$ cat config.mk
export PLATFORM = sky130hd
export DESIGN_NAME = res_arb_flat
export DESIGN_NICKNAME = d
export VERILOG_FILES = /design/src/rtl/res_arb_if.sv /design/src/rtl/res_arb.sv /design/src/flat_wrapper.sv
export SDC_FILE = /design/constraint.sdc
export NUM_CORES = 1
export LEC_CHECK = 0
export BUFFER_PORTS_ARGS = -buffer_cell sky130_fd_sc_hd__buf_2
export CAP_MARGIN = 20
export CORE_MARGIN = 2
export CORE_UTILIZATION = 46
export DETAILED_ROUTE_END_ITERATION = 8
export PLACE_DENSITY = 0.8
export SLEW_MARGIN = 20
export SYNTH_ARGS = -nofsm -noshare
export SYNTH_HDL_FRONTEND = slang
export SYNTH_SLANG_ARGS = --single-unit
export TNS_END_PERCENT = 10
$ cat constraint.sdc
create_clock -name clk -period 1.35 [get_ports clk]
set_input_delay 0.135 -clock clk [delete_from_list [all_inputs] [get_ports clk]]
set_output_delay 0.135 -clock clk [all_outputs]
set_load 0.05 [all_outputs]
$ cat src/rtl/res_arb_if.sv
// Requester and result-memory signal bundle for res_arb.
// slave = arbiter side, master = requesters plus memory model side.
interface res_arb_if #(
  parameter int AW = 14,
  parameter int DW = 8
);
  logic          r0_req, r0_wr;
  logic [AW-1:0] r0_addr;
  logic [DW-1:0] r0_wdata;
  logic          r0_gnt, r0_rvalid;
  logic [DW-1:0] r0_rdata;

  logic          r1_req, r1_wr;
  logic [AW-1:0] r1_addr;
  logic [DW-1:0] r1_wdata;
  logic          r1_gnt, r1_rvalid;
  logic [DW-1:0] r1_rdata;

  logic          res_rd, res_wr;
  logic [AW-1:0] res_addr;
  logic [DW-1:0] res_do, res_di;
  logic          idle;

  modport slave (
    input  r0_req, r0_wr, r0_addr, r0_wdata, r1_req, r1_wr, r1_addr, r1_wdata, res_di,
    output r0_gnt, r0_rvalid, r0_rdata, r1_gnt, r1_rvalid, r1_rdata,
           res_rd, res_wr, res_addr, res_do, idle
  );

  modport master (
    output r0_req, r0_wr, r0_addr, r0_wdata, r1_req, r1_wr, r1_addr, r1_wdata, res_di,
    input  r0_gnt, r0_rvalid, r0_rdata, r1_gnt, r1_rvalid, r1_rdata,
           res_rd, res_wr, res_addr, res_do, idle
  );
endinterface

$ cat src/rtl/res_arb.sv
// Two-requester arbiter onto the single-port result memory (1-cycle read latency).
// RES_ARB_RR_EN selects round-robin contention; otherwise r0 has fixed priority.
module res_arb #(
  parameter int AW = 14,
  parameter int DW = 8
) (
  input  logic     clk,
  input  logic     reset,
  res_arb_if.slave bus
);
  localparam int STAGES = 2;

  logic          win, acc, acc_wr, acc_rd;
  logic [AW-1:0] acc_addr;
  logic [DW-1:0] acc_wdata;

  logic          res_rd_q, res_wr_q;
  logic [AW-1:0] addr_q;
  logic [DW-1:0] do_q;
  logic [STAGES:1] vld_pipe, id_pipe;
  logic          rv0_q, rv1_q;
  logic [DW-1:0] rd0_q, rd1_q;

  // win = 1 selects r1; only meaningful while some req is high
`ifdef RES_ARB_RR_EN
  logic ptr;
  always_ff @(posedge clk or negedge reset)
    if (!reset)   ptr <= 1'b0;
    else if (acc) ptr <= ~win;
  assign win = bus.r1_req & (~bus.r0_req | ptr);
`else
  assign win = bus.r1_req & ~bus.r0_req;
`endif

  assign bus.r0_gnt = reset & bus.r0_req & ~win;
  assign bus.r1_gnt = reset & win;
  assign acc        = bus.r0_gnt | bus.r1_gnt;

  always_comb begin
    acc_wr    = bus.r0_wr;
    acc_addr  = bus.r0_addr;
    acc_wdata = bus.r0_wdata;
    if (win) begin
      acc_wr    = bus.r1_wr;
      acc_addr  = bus.r1_addr;
      acc_wdata = bus.r1_wdata;
    end
  end
  assign acc_rd = acc & ~acc_wr;

  always_ff @(posedge clk or negedge reset) begin
    if (!reset) begin
      res_rd_q <= 1'b0;
      res_wr_q <= 1'b0;
      addr_q   <= '0;
      do_q     <= '0;
      vld_pipe <= '0;
      id_pipe  <= '0;
      rv0_q    <= 1'b0;
      rv1_q    <= 1'b0;
      rd0_q    <= '0;
      rd1_q    <= '0;
    end else begin
      res_rd_q <= acc_rd;
      res_wr_q <= acc & acc_wr;
      if (acc) begin
        addr_q <= acc_addr;
        do_q   <= acc_wdata;
      end
      // stage 1 rides with res_rd, stage 2 with the memory's data cycle
      vld_pipe <= {vld_pipe[STAGES-1:1], acc_rd};
      id_pipe  <= {id_pipe[STAGES-1:1], win};
      rv0_q    <= vld_pipe[STAGES] & ~id_pipe[STAGES];
      rv1_q    <= vld_pipe[STAGES] &  id_pipe[STAGES];
      if (vld_pipe[STAGES] & ~id_pipe[STAGES]) rd0_q <= bus.res_di;
      if (vld_pipe[STAGES] &  id_pipe[STAGES]) rd1_q <= bus.res_di;
    end
  end

  assign bus.res_rd    = res_rd_q;
  assign bus.res_wr    = res_wr_q;
  assign bus.res_addr  = addr_q;
  assign bus.res_do    = do_q;
  assign bus.r0_rvalid = rv0_q;
  assign bus.r1_rvalid = rv1_q;
  assign bus.r0_rdata  = rd0_q;
  assign bus.r1_rdata  = rd1_q;
  assign bus.idle      = ~(res_rd_q | res_wr_q | (|vld_pipe));
endmodule

$ cat src/flat_wrapper.sv
// flat-port wrapper written by rule: the top's interface ports become plain ports
module res_arb_flat 
#(
  parameter int AW = 14,
  parameter int DW = 8
)
  (clk, reset, bus_r0_req, bus_r0_wr, bus_r0_addr, bus_r0_wdata, bus_r1_req, bus_r1_wr, bus_r1_addr, bus_r1_wdata, bus_res_di, bus_r0_gnt, bus_r0_rvalid, bus_r0_rdata, bus_r1_gnt, bus_r1_rvalid, bus_r1_rdata, bus_res_rd, bus_res_wr, bus_res_addr, bus_res_do, bus_idle);
  res_arb_if #(.AW(AW), .DW(DW)) bus_i ();
  input  logic clk;
  input  logic reset;
  input wire logic [$bits(bus_i.r0_req)-1:0] bus_r0_req;
  input wire logic [$bits(bus_i.r0_wr)-1:0] bus_r0_wr;
  input wire logic [$bits(bus_i.r0_addr)-1:0] bus_r0_addr;
  input wire logic [$bits(bus_i.r0_wdata)-1:0] bus_r0_wdata;
  input wire logic [$bits(bus_i.r1_req)-1:0] bus_r1_req;
  input wire logic [$bits(bus_i.r1_wr)-1:0] bus_r1_wr;
  input wire logic [$bits(bus_i.r1_addr)-1:0] bus_r1_addr;
  input wire logic [$bits(bus_i.r1_wdata)-1:0] bus_r1_wdata;
  input wire logic [$bits(bus_i.res_di)-1:0] bus_res_di;
  output wire logic [$bits(bus_i.r0_gnt)-1:0] bus_r0_gnt;
  output wire logic [$bits(bus_i.r0_rvalid)-1:0] bus_r0_rvalid;
  output wire logic [$bits(bus_i.r0_rdata)-1:0] bus_r0_rdata;
  output wire logic [$bits(bus_i.r1_gnt)-1:0] bus_r1_gnt;
  output wire logic [$bits(bus_i.r1_rvalid)-1:0] bus_r1_rvalid;
  output wire logic [$bits(bus_i.r1_rdata)-1:0] bus_r1_rdata;
  output wire logic [$bits(bus_i.res_rd)-1:0] bus_res_rd;
  output wire logic [$bits(bus_i.res_wr)-1:0] bus_res_wr;
  output wire logic [$bits(bus_i.res_addr)-1:0] bus_res_addr;
  output wire logic [$bits(bus_i.res_do)-1:0] bus_res_do;
  output wire logic [$bits(bus_i.idle)-1:0] bus_idle;
  assign bus_i.r0_req = bus_r0_req;
  assign bus_i.r0_wr = bus_r0_wr;
  assign bus_i.r0_addr = bus_r0_addr;
  assign bus_i.r0_wdata = bus_r0_wdata;
  assign bus_i.r1_req = bus_r1_req;
  assign bus_i.r1_wr = bus_r1_wr;
  assign bus_i.r1_addr = bus_r1_addr;
  assign bus_i.r1_wdata = bus_r1_wdata;
  assign bus_i.res_di = bus_res_di;
  assign bus_r0_gnt = bus_i.r0_gnt;
  assign bus_r0_rvalid = bus_i.r0_rvalid;
  assign bus_r0_rdata = bus_i.r0_rdata;
  assign bus_r1_gnt = bus_i.r1_gnt;
  assign bus_r1_rvalid = bus_i.r1_rvalid;
  assign bus_r1_rdata = bus_i.r1_rdata;
  assign bus_res_rd = bus_i.res_rd;
  assign bus_res_wr = bus_i.res_wr;
  assign bus_res_addr = bus_i.res_addr;
  assign bus_res_do = bus_i.res_do;
  assign bus_idle = bus_i.idle;
  res_arb #(.AW(AW), .DW(DW)) u_core (.clk(clk), .reset(reset), .bus(bus_i));
endmodule
==> results of run 1 <==
## power by group through the flow
stage	clock network (mW)	logic (mW)	registers, mW
finish	0.838	1.48	1.66
CTS	0.864	1.49	1.66
global placement	0	1.46	1.68
global route	0.907	1.56	1.68
detailed placement	0	1.48	1.69
floorplan	0	0.343	2.43
## final cells by class
class                           count  area (um^2)  share of cell area [%]
Clock buffer                        5         68.8                    2.42
Clock inverter                      3         22.5                   0.792
Inverter                            3         11.3                   0.396
Multi-Input combinational cell     92          893                    31.4
Sequential cell                    45         1130                    39.6
Tap cell                           52         65.1                    2.29
Timing Repair Buffer              117          656                    23.1
## registers in the layout, indices dropped and copies added, names as in the netlist
| signal | count |
|---|---|
| u_core.bus.r1_rvalid | 1 |
| u_core.bus.res_wr | 1 |
| u_core.id_pipe | 2 |
| u_core.bus.res_addr | 14 |
| u_core.bus.r1_rdata | 8 |
| u_core.bus.res_do | 8 |
| u_core.bus.r0_rdata | 8 |
| u_core.vld_pipe | 2 |
| u_core.bus.r0_rvalid | 1 |
## cells in the final DEF (no fill, tap or decap), types with 3 or more instances in the layout
cell	n
sky130_fd_sc_hd__dlygate4sd3_1	6
sky130_fd_sc_hd__o221a_1	3
sky130_fd_sc_hd__nand2_1	3
sky130_fd_sc_hd__nand4bb_1	22
sky130_fd_sc_hd__nand3b_1	20
sky130_fd_sc_hd__clkinvlp_4	3
sky130_fd_sc_hd__buf_2	100
sky130_fd_sc_hd__buf_4	10
sky130_fd_sc_hd__clkbuf_8	5
sky130_fd_sc_hd__o211a_1	19
sky130_fd_sc_hd__mux2_2	16
sky130_fd_sc_hd__inv_1	3
sky130_fd_sc_hd__dfrtp_1	45
## critical path: cells and delay by family, from the launching register on
family	cells	cell delay (ns)
flops	1	0.43
simple gates	1	0.19
buf+inv	1	0.22
## repair_timing
item	CTS	global route
hold buffers	5	2
endpoints found under the hold margin	30	8
gates resized for setup	0	2
setup endpoints to repair	0	5
## cells in the mapped netlist
cell type / count / area share, %
sky130_fd_sc_hd__dfrtp_1: 45 / 53
sky130_fd_sc_hd__o21a_4: 1 / 0.71
sky130_fd_sc_hd__and2_1: 1 / 0.29
sky130_fd_sc_hd__nand3b_1: 20 / 7.1
sky130_fd_sc_hd__and2b_1: 1 / 0.35
sky130_fd_sc_hd__o21a_1: 1 / 0.35
sky130_fd_sc_hd__o221a_1: 3 / 1.6
sky130_fd_sc_hd__a21boi_1: 1 / 0.35
sky130_fd_sc_hd__clkbuf_1: 1 / 0.18
sky130_fd_sc_hd__nand4bb_1: 22 / 12
sky130_fd_sc_hd__nand2_1: 3 / 0.53
sky130_fd_sc_hd__o211a_1: 19 / 9.0
sky130_fd_sc_hd__buf_6: 3 / 1.6
sky130_fd_sc_hd__nor3_1: 1 / 0.24
sky130_fd_sc_hd__nand2b_1: 1 / 0.29
sky130_fd_sc_hd__buf_2: 7 / 1.7
sky130_fd_sc_hd__nor3b_1: 1 / 0.35
sky130_fd_sc_hd__inv_1: 3 / 0.53
sky130_fd_sc_hd__nor2b_1: 1 / 0.29
sky130_fd_sc_hd__buf_4: 4 / 1.4
sky130_fd_sc_hd__mux2_2: 16 / 8.5
## cell families after synthesis
logic type | synth area share, %
simple gates | 21.1
flops | 53.1
compound gates | 12.0
buf+inv | 5.37
mux | 8.49
## metrics by stage
step | cells | hold WS, ns
6_report | 317 | 0.0798
2_1_floorplan | 155 | -0.161
5_1_grt | 317 | 0.0813
4_1_cts | 316 | 0.0727
3_5_place_dp | 303 | 0.00105
3_3_place_gp | 303 | 0.00106
## routing by layer
layer / up-vias / part of all wire [%] / track usage [%]
li1: 805 / - / -
met2: 85 / 44 / 31.0
met1: 797 / 46 / 25.3
met3: 7 / 8.9 / 5.14
met5: - / 0 / 0
met4: 0 / 1.5 / 7.55
## final timing paths
| check | cells past startpoint | endpoint | startpoint | slack, ns |
|---|---|---|---|---|
| min | 3 | u_core.bus.res_wr$_DFF_PN0_ | bus_r0_wr | 0.08 |
| min in group asynchronous | 3 | u_core.bus.r1_rdata[1]$_DFFE_PN0P_ | reset | 0.10 |
| max reg2reg | 2 | u_core.bus.r0_rdata[0]$_DFFE_PN0P_ | u_core.vld_pipe[2]$_DFF_PN0_ | 0.11 |
| min reg2reg | 0 | u_core.id_pipe[2]$_DFF_PN0_ | u_core.id_pipe[1]$_DFF_PN0_ | 0.36 |
| max in group asynchronous | 3 | u_core.bus.res_addr[12]$_DFFE_PN0P_ | reset | 0.54 |
| max | 2 | bus_idle | u_core.vld_pipe[2]$_DFF_PN0_ | 0.09 |
==> reports/metrics.json, run 1 <==
{
  "path_cells": "nor3_4 > buf_4",
  "clock_path_buffers": 2,
  "routed_wirelength_um": 4820,
  "synth-seq-cells": 45,
  "hpwlAfterDp_um": 3430,
  "die_area_um2": 5170,
  "power.switching_mw": 1.62,
  "port_buffers": 102,
  "syn-instance-count": 155,
  "core_area_um2": 4410,
  "route.antenna.remaining_nets": 0,
  "intPower_mw": 2.36,
  "core.rowCount": 24,
  "number_of_global_route_vias_before_repair": 1682,
  "max_slew_violation_count": 0,
  "worstSetupPathType": "flip-flop to output port",
  "setup_tns_ns": 0,
  "sequential_cell_fraction_of_total_power_pct": 41.7,
  "drc": 0,
  "p_per_area_nw_per_um2": 1400,
  "final_min_period_over_clock_period_pct": 93.6,
  "die_w_um": 71.9,
  "worstPathRequired_ns": 1.22,
  "cts.reportedPaths.clkPinSlew_ns": 0.09,
  "finish.utilization_pct": 64.4,
  "total_vias_in_the_final_route": 1694,
  "postLayoutCellArea_um2": 2840,
  "num-fill-cells": 371,
  "count_of_cell_types_in_the_netlist": 21,
  "io-pin-count": 103,
  "gp_congestion": 0.748,
  "total_routing_usage_reported_by_global_routing_pct": 19.4,
  "grt_max_degree": 24,
  "synthesized_area_divided_by_synthesized_cell_count_um2": 13.7,
  "synth.net_count": 213,
  "routed_via_density": 5.34,
  "insertion_delay_ns": 0.30,
  "hold_violations": 0,
  "power.share.switching_pct": 40.7,
  "path_max_fanout": 3,
  "post-route-min-period_ns": 1.26,
  "maxSlewHeadroom_pct": 73.9,
  "floorplan.die.height_um": 71.9,
  "worst-slew-pin-transition_ns": 0.392,
  "cts.root.buffer_cell": "sky130_fd_sc_hd__clkbuf_8",
  "design.final.nets": 322,
  "htreeDepth": 2,
  "place_worst_setup_slack_ns": 0.114,
  "worst_ir_drop_vdd_mv": 0.694,
  "timing.max_cap.violations": 0,
  "layout_setup_ws_ns": 0.0857,
  "syn-cell-area_um2": 2120,
  "share_clk_of_total_power_pct": 21.1,
  "run_status": "finished clean",
  "wire_per_inst_um": 15.2,
  "finClkSkew_ns": 0.00424,
  "drt_pre_antenna_iters": 4,
  "drt-initial-drc-count": 28,
  "number_of_antenna_violations_at_the_first_check_in_global_routing": 0,
  "total_power_mw": 3.98,
  "setup_viol": 0,
  "clock_sink_count": 45,
  "cp.arrival_ns": 1.13,
  "leakagePower_nw": 1.37,
  "critical_path.startpoint_type": "flip-flop",
  "max_freq_mhz": 791,
  "global_route_wire_length_before_repair_um": 7780,
  "globalRoute.totalOverflow": 0,
  "crit_path_end_kind": "output port",
  "class_of_the_worst_hold_path": "primary input to flip-flop",
  "rsz_0062_raised_after_global_routing": "no",
  "library_cell_contributing_the_largest_single_delay_on_the_critical_path": "sky130_fd_sc_hd__dfrtp_1",
  "floorplan.initialDensity_pct": 48.1,
  "cts_tree": "built",
  "combPwrFrac_pct": 37.3,
  "timing.critical_path.slowest_cell_delay_ns": 0.43,
  "drive_gt1_share_pct": 51.7,
  "tritoncts.num_buffers": 5,
  "area_delta_synth_final_pct": 34.0,
  "placement.cell_area_um2": 2690,
  "ys.warnings.count": 0,
  "cts_setup_buffers": 0,
  "synth_sequential_area_ratio_pct": 53.1,
  "antenna_cells_inserted": 0
}
No activity file was read; power rests on OpenSTA's default activity.
==> run 2, diff against run 1 <==
--- a/config.mk
+++ b/config.mk
@@ -8,9 +8,9 @@
 export BUFFER_PORTS_ARGS = -buffer_cell sky130_fd_sc_hd__buf_2
 export CAP_MARGIN = 20
 export CORE_MARGIN = 2
-export CORE_UTILIZATION = 46
+export CORE_UTILIZATION = 45
 export DETAILED_ROUTE_END_ITERATION = 8
-export PLACE_DENSITY = 0.8
+export PLACE_DENSITY = 0.78
 export SLEW_MARGIN = 20
 export SYNTH_ARGS = -nofsm -noshare
 export SYNTH_HDL_FRONTEND = slang
==> run 2 against run 1 <==
Net effect: sequential power about the same; core utilization shrank 0.77 points; design area down 0.53%; global-route usage rose by 0.41 points; register-to-register slack is essentially flat; via count is 1.1% higher; combinational power hardly changed; critical path type unchanged; critical endpoint unchanged; largest power group unchanged; highest routed layer unchanged.
==> reports/metrics.json, run 2 (synthesis gave the netlist of run 1 again) <==
{
  "cts.root.buffer_cell": "sky130_fd_sc_hd__clkbuf_8",
  "floorplan.die.height": {"value": 72.7, "unit": "um", "change": "+1.0%"},
  "worst-slew-pin-transition": {"value": 0.454, "unit": "ns", "change": "+0.0622 ns"},
  "most-common-layout-cells": "100 x sky130_fd_sc_hd__buf_2, 45 x sky130_fd_sc_hd__dfrtp_1, 22 x sky130_fd_sc_hd__nand4bb_1",
  "max_freq": {"value": 774, "unit": "MHz", "change": "-2.2%"},
  "maxSlewHeadroom": {"value": 69.6, "unit": "%", "change": "-4.2 points"},
  "final_min_period_over_clock_period": {"value": 95.7, "unit": "%", "change": "+2.1 points"},
  "core.rowCount": {"value": 24, "change": "unchanged"},
  "hpwlAfterDp": {"value": 3600, "unit": "um", "change": "+5.0%"},
  "worst_ir_drop_vdd": {"value": 0.650, "unit": "mV", "change": "-6.3%"},
  "finClkSkew": {"value": 0.00161, "unit": "ns", "change": "-0.00262 ns"},
  "number_of_antenna_violations_at_the_first_check_in_global_routing": {"value": 0, "change": "unchanged"},
  "drive_gt1_share": {"value": 51.7, "unit": "%", "change": "about the same"},
  "critical_path.startpoint_type": "flip-flop",
  "grt_max_degree": {"value": 25, "change": "+4.2%"},
  "timing.max_cap.violations": {"value": 0, "change": "unchanged"},
  "route.antenna.remaining_nets": {"value": 0, "change": "unchanged"},
  "max_slew_violation_count": {"value": 0, "change": "unchanged"},
  "total_routing_usage_reported_by_global_routing": {"value": 19.8, "unit": "%", "change": "+0.41 points"},
  "critical-path-top-delay-family": "flip-flops",
  "insertion_delay": {"value": 0.29, "unit": "ns", "change": "about the same"},
  "post-route-min-period": {"value": 1.29, "unit": "ns", "change": "+0.0282 ns"},
  "cp.arrival": {"value": 1.16, "unit": "ns", "change": "+0.03 ns"},
  "die_area": {"value": 5280, "unit": "um^2", "change": "+2.1%"},
  "path_max_fanout": {"value": 3, "change": "unchanged"},
  "routed_wirelength": {"value": 5050, "unit": "um", "change": "+4.7%"},
  "design.final.nets": {"value": 319, "change": "-0.93%"},
  "worstSetupPathType": "flip-flop to output port",
  "antenna_cells_inserted": {"value": 0, "change": "unchanged"},
  "crit_path_end_kind": "output port",
  "library_cell_contributing_the_largest_single_delay_on_the_critical_path": "sky130_fd_sc_hd__dfrtp_1",
  "wire_per_inst": {"value": 16.1, "unit": "um", "change": "+6.0%"},
  "routed_via_density": {"value": 5.47, "change": "+2.4%"},
  "globalRoute.totalOverflow": {"value": 0, "change": "unchanged"},
  "cts.reportedPaths.clkPinSlew": {"value": 0.08, "unit": "ns", "change": "about the same"},
  "total_vias_in_the_final_route": {"value": 1712, "change": "+1.1%"},
  "largest_register_ffs": {"value": 14, "change": "unchanged"},
  "finish.utilization": {"value": 63.6, "unit": "%", "change": "-0.77 points"},
  "number_of_global_route_vias_before_repair": {"value": 1771, "change": "+5.3%"},
  "path_cells": "nor3_4 > clkbuf_4",
  "setup_tns": {"value": 0, "unit": "ns", "change": "unchanged"},
  "drt_pre_antenna_iters": {"value": 4, "change": "unchanged"},
  "gp_congestion": {"value": 0.722, "change": "-3.4%"},
  "hold_violations": {"value": 0, "change": "unchanged"},
  "cts_tree": "built",
  "rsz_0062_raised_after_global_routing": "no",
  "drt-initial-drc-count": {"value": 41, "change": "+46%"},
  "io-pin-count": {"value": 103, "change": "unchanged"},
  "worstPathRequired": {"value": 1.22, "unit": "ns", "change": "about the same"},
  "drc": {"value": 0, "change": "unchanged"},
  "core_area": {"value": 4440, "unit": "um^2", "change": "+0.68%"},
  "clock_sink_count": {"value": 45, "change": "unchanged"},
  "setup_viol": {"value": 0, "change": "unchanged"},
  "timing.critical_path.slowest_cell_delay": {"value": 0.42, "unit": "ns", "change": "about the same"},
  "clock_path_buffers": {"value": 2, "change": "unchanged"},
  "class_of_the_worst_hold_path": "primary input to flip-flop",
  "die_w": {"value": 72.7, "unit": "um", "change": "+1.0%"},
  "layout.cells.most_common": "sky130_fd_sc_hd__buf_2",
  "htreeDepth": {"value": 2, "change": "unchanged"},
  "crit_buf_inv": {"value": 1, "change": "unchanged"},
  "global_route_wire_length_before_repair": {"value": 8160, "unit": "um", "change": "+4.8%"},
  "leakagePower": {"value": 1.37, "unit": "nW", "change": "+0.31%"},
  "tritoncts.num_buffers": {"value": 5, "change": "unchanged"},
  "p_per_area": {"value": 1450, "unit": "nW/um^2", "change": "+3.7%"},
  "area_delta_synth_final_pct": 33.3,
  "run_status": "finished clean",
  "cts_setup_buffers": {"value": 0, "change": "unchanged"},
  "floorplan.initialDensity": {"value": 47.7, "unit": "%", "change": "-0.32 points"},
  "port_buffers": {"value": 102, "change": "unchanged"}
}
-- run 2: changes by cell type in the layout (fill, tap and decap cells not counted) --
cell	delta
sky130_fd_sc_hd__dlygate4sd3_1	-2
sky130_fd_sc_hd__clkbuf_4	+1
sky130_fd_sc_hd__clkinvlp_4	-3
sky130_fd_sc_hd__clkinv_2	+1
sky130_fd_sc_hd__buf_4	-2
sky130_fd_sc_hd__bufinv_16	+1
-- run 2: path summary, 6_finish.rpt --
kind | from | to | slack (ns) | cells past startpoint
max in group asynchronous | reset | u_core.bus.res_addr[6]$_DFFE_PN0P_ | 0.41 | 3
max reg2reg | u_core.vld_pipe[2]$_DFF_PN0_ | u_core.bus.r0_rdata[6]$_DFFE_PN0P_ | 0.11 | 2
min | bus_res_di[2] | u_core.bus.r1_rdata[2]$_DFFE_PN0P_ | 0.09 | 2
min in group asynchronous | reset | u_core.bus.r1_rdata[1]$_DFFE_PN0P_ | 0.12 | 3
min reg2reg | u_core.id_pipe[1]$_DFF_PN0_ | u_core.id_pipe[2]$_DFF_PN0_ | 0.35 | 0
max | u_core.vld_pipe[2]$_DFF_PN0_ | bus_idle | 0.06 | 2
-- run 2: report_power, final --
group          leakage [nW]  internal [mW]  switching, mW
combinational         0.797          0.436           1.05
clock                0.0540          0.538          0.418
sequential            0.521           1.56          0.111
-- run 2: timing repair --
| action | 4_1_cts | 5_1_grt |
|---|---|---|
| hold endpoints to repair | 24 | 0 |
| hold buffers | 4 | 0 |
| endpoints found under the setup margin | 0 | 1 |
| resized for setup | 0 | 1 |
-- run 2: metrics by stage --
stage	hold slack [ns]	instances	area [um^2]	total power, mW	setup slack, ns
floorplan	-0.161	155	2130	2.77	0.118
global placement	0.0194	302	2680	3.15	0.147
detailed placement	0.0212	302	2680	3.17	0.107
CTS	0.0857	313	2830	4.15	0.00911
global route	0.0824	313	2830	4.29	0.00183
finish	0.0936	313	2830	4.11	0.0575
-- run 2: area by class of cell --
| type | count | area [um^2] |
|---|---|---|
| Clock inverter | 2 | 35.0 |
| Inverter | 3 | 11.3 |
| Clock buffer | 5 | 68.8 |
| Tap cell | 52 | 65.1 |
| Multi-Input combinational cell | 92 | 893 |
| Fill cell | 355 | 1620 |
| Sequential cell | 45 | 1130 |
| Timing Repair Buffer | 114 | 628 |
-- run 2: routing by layer --
| layer | wire length [um] | part of all wire (%) | track usage [%] | vias to the layer above |
|---|---|---|---|---|
| met5 | 0 | 0 | 0 | - |
| met4 | 32 | 0.63 | 4.53 | 0 |
| met3 | 458 | 9.1 | 5.94 | 4 |
| met2 | 2260 | 45 | 32.2 | 85 |
| met1 | 2290 | 45 | 26.1 | 826 |
| li1 | - | - | - | 797 |
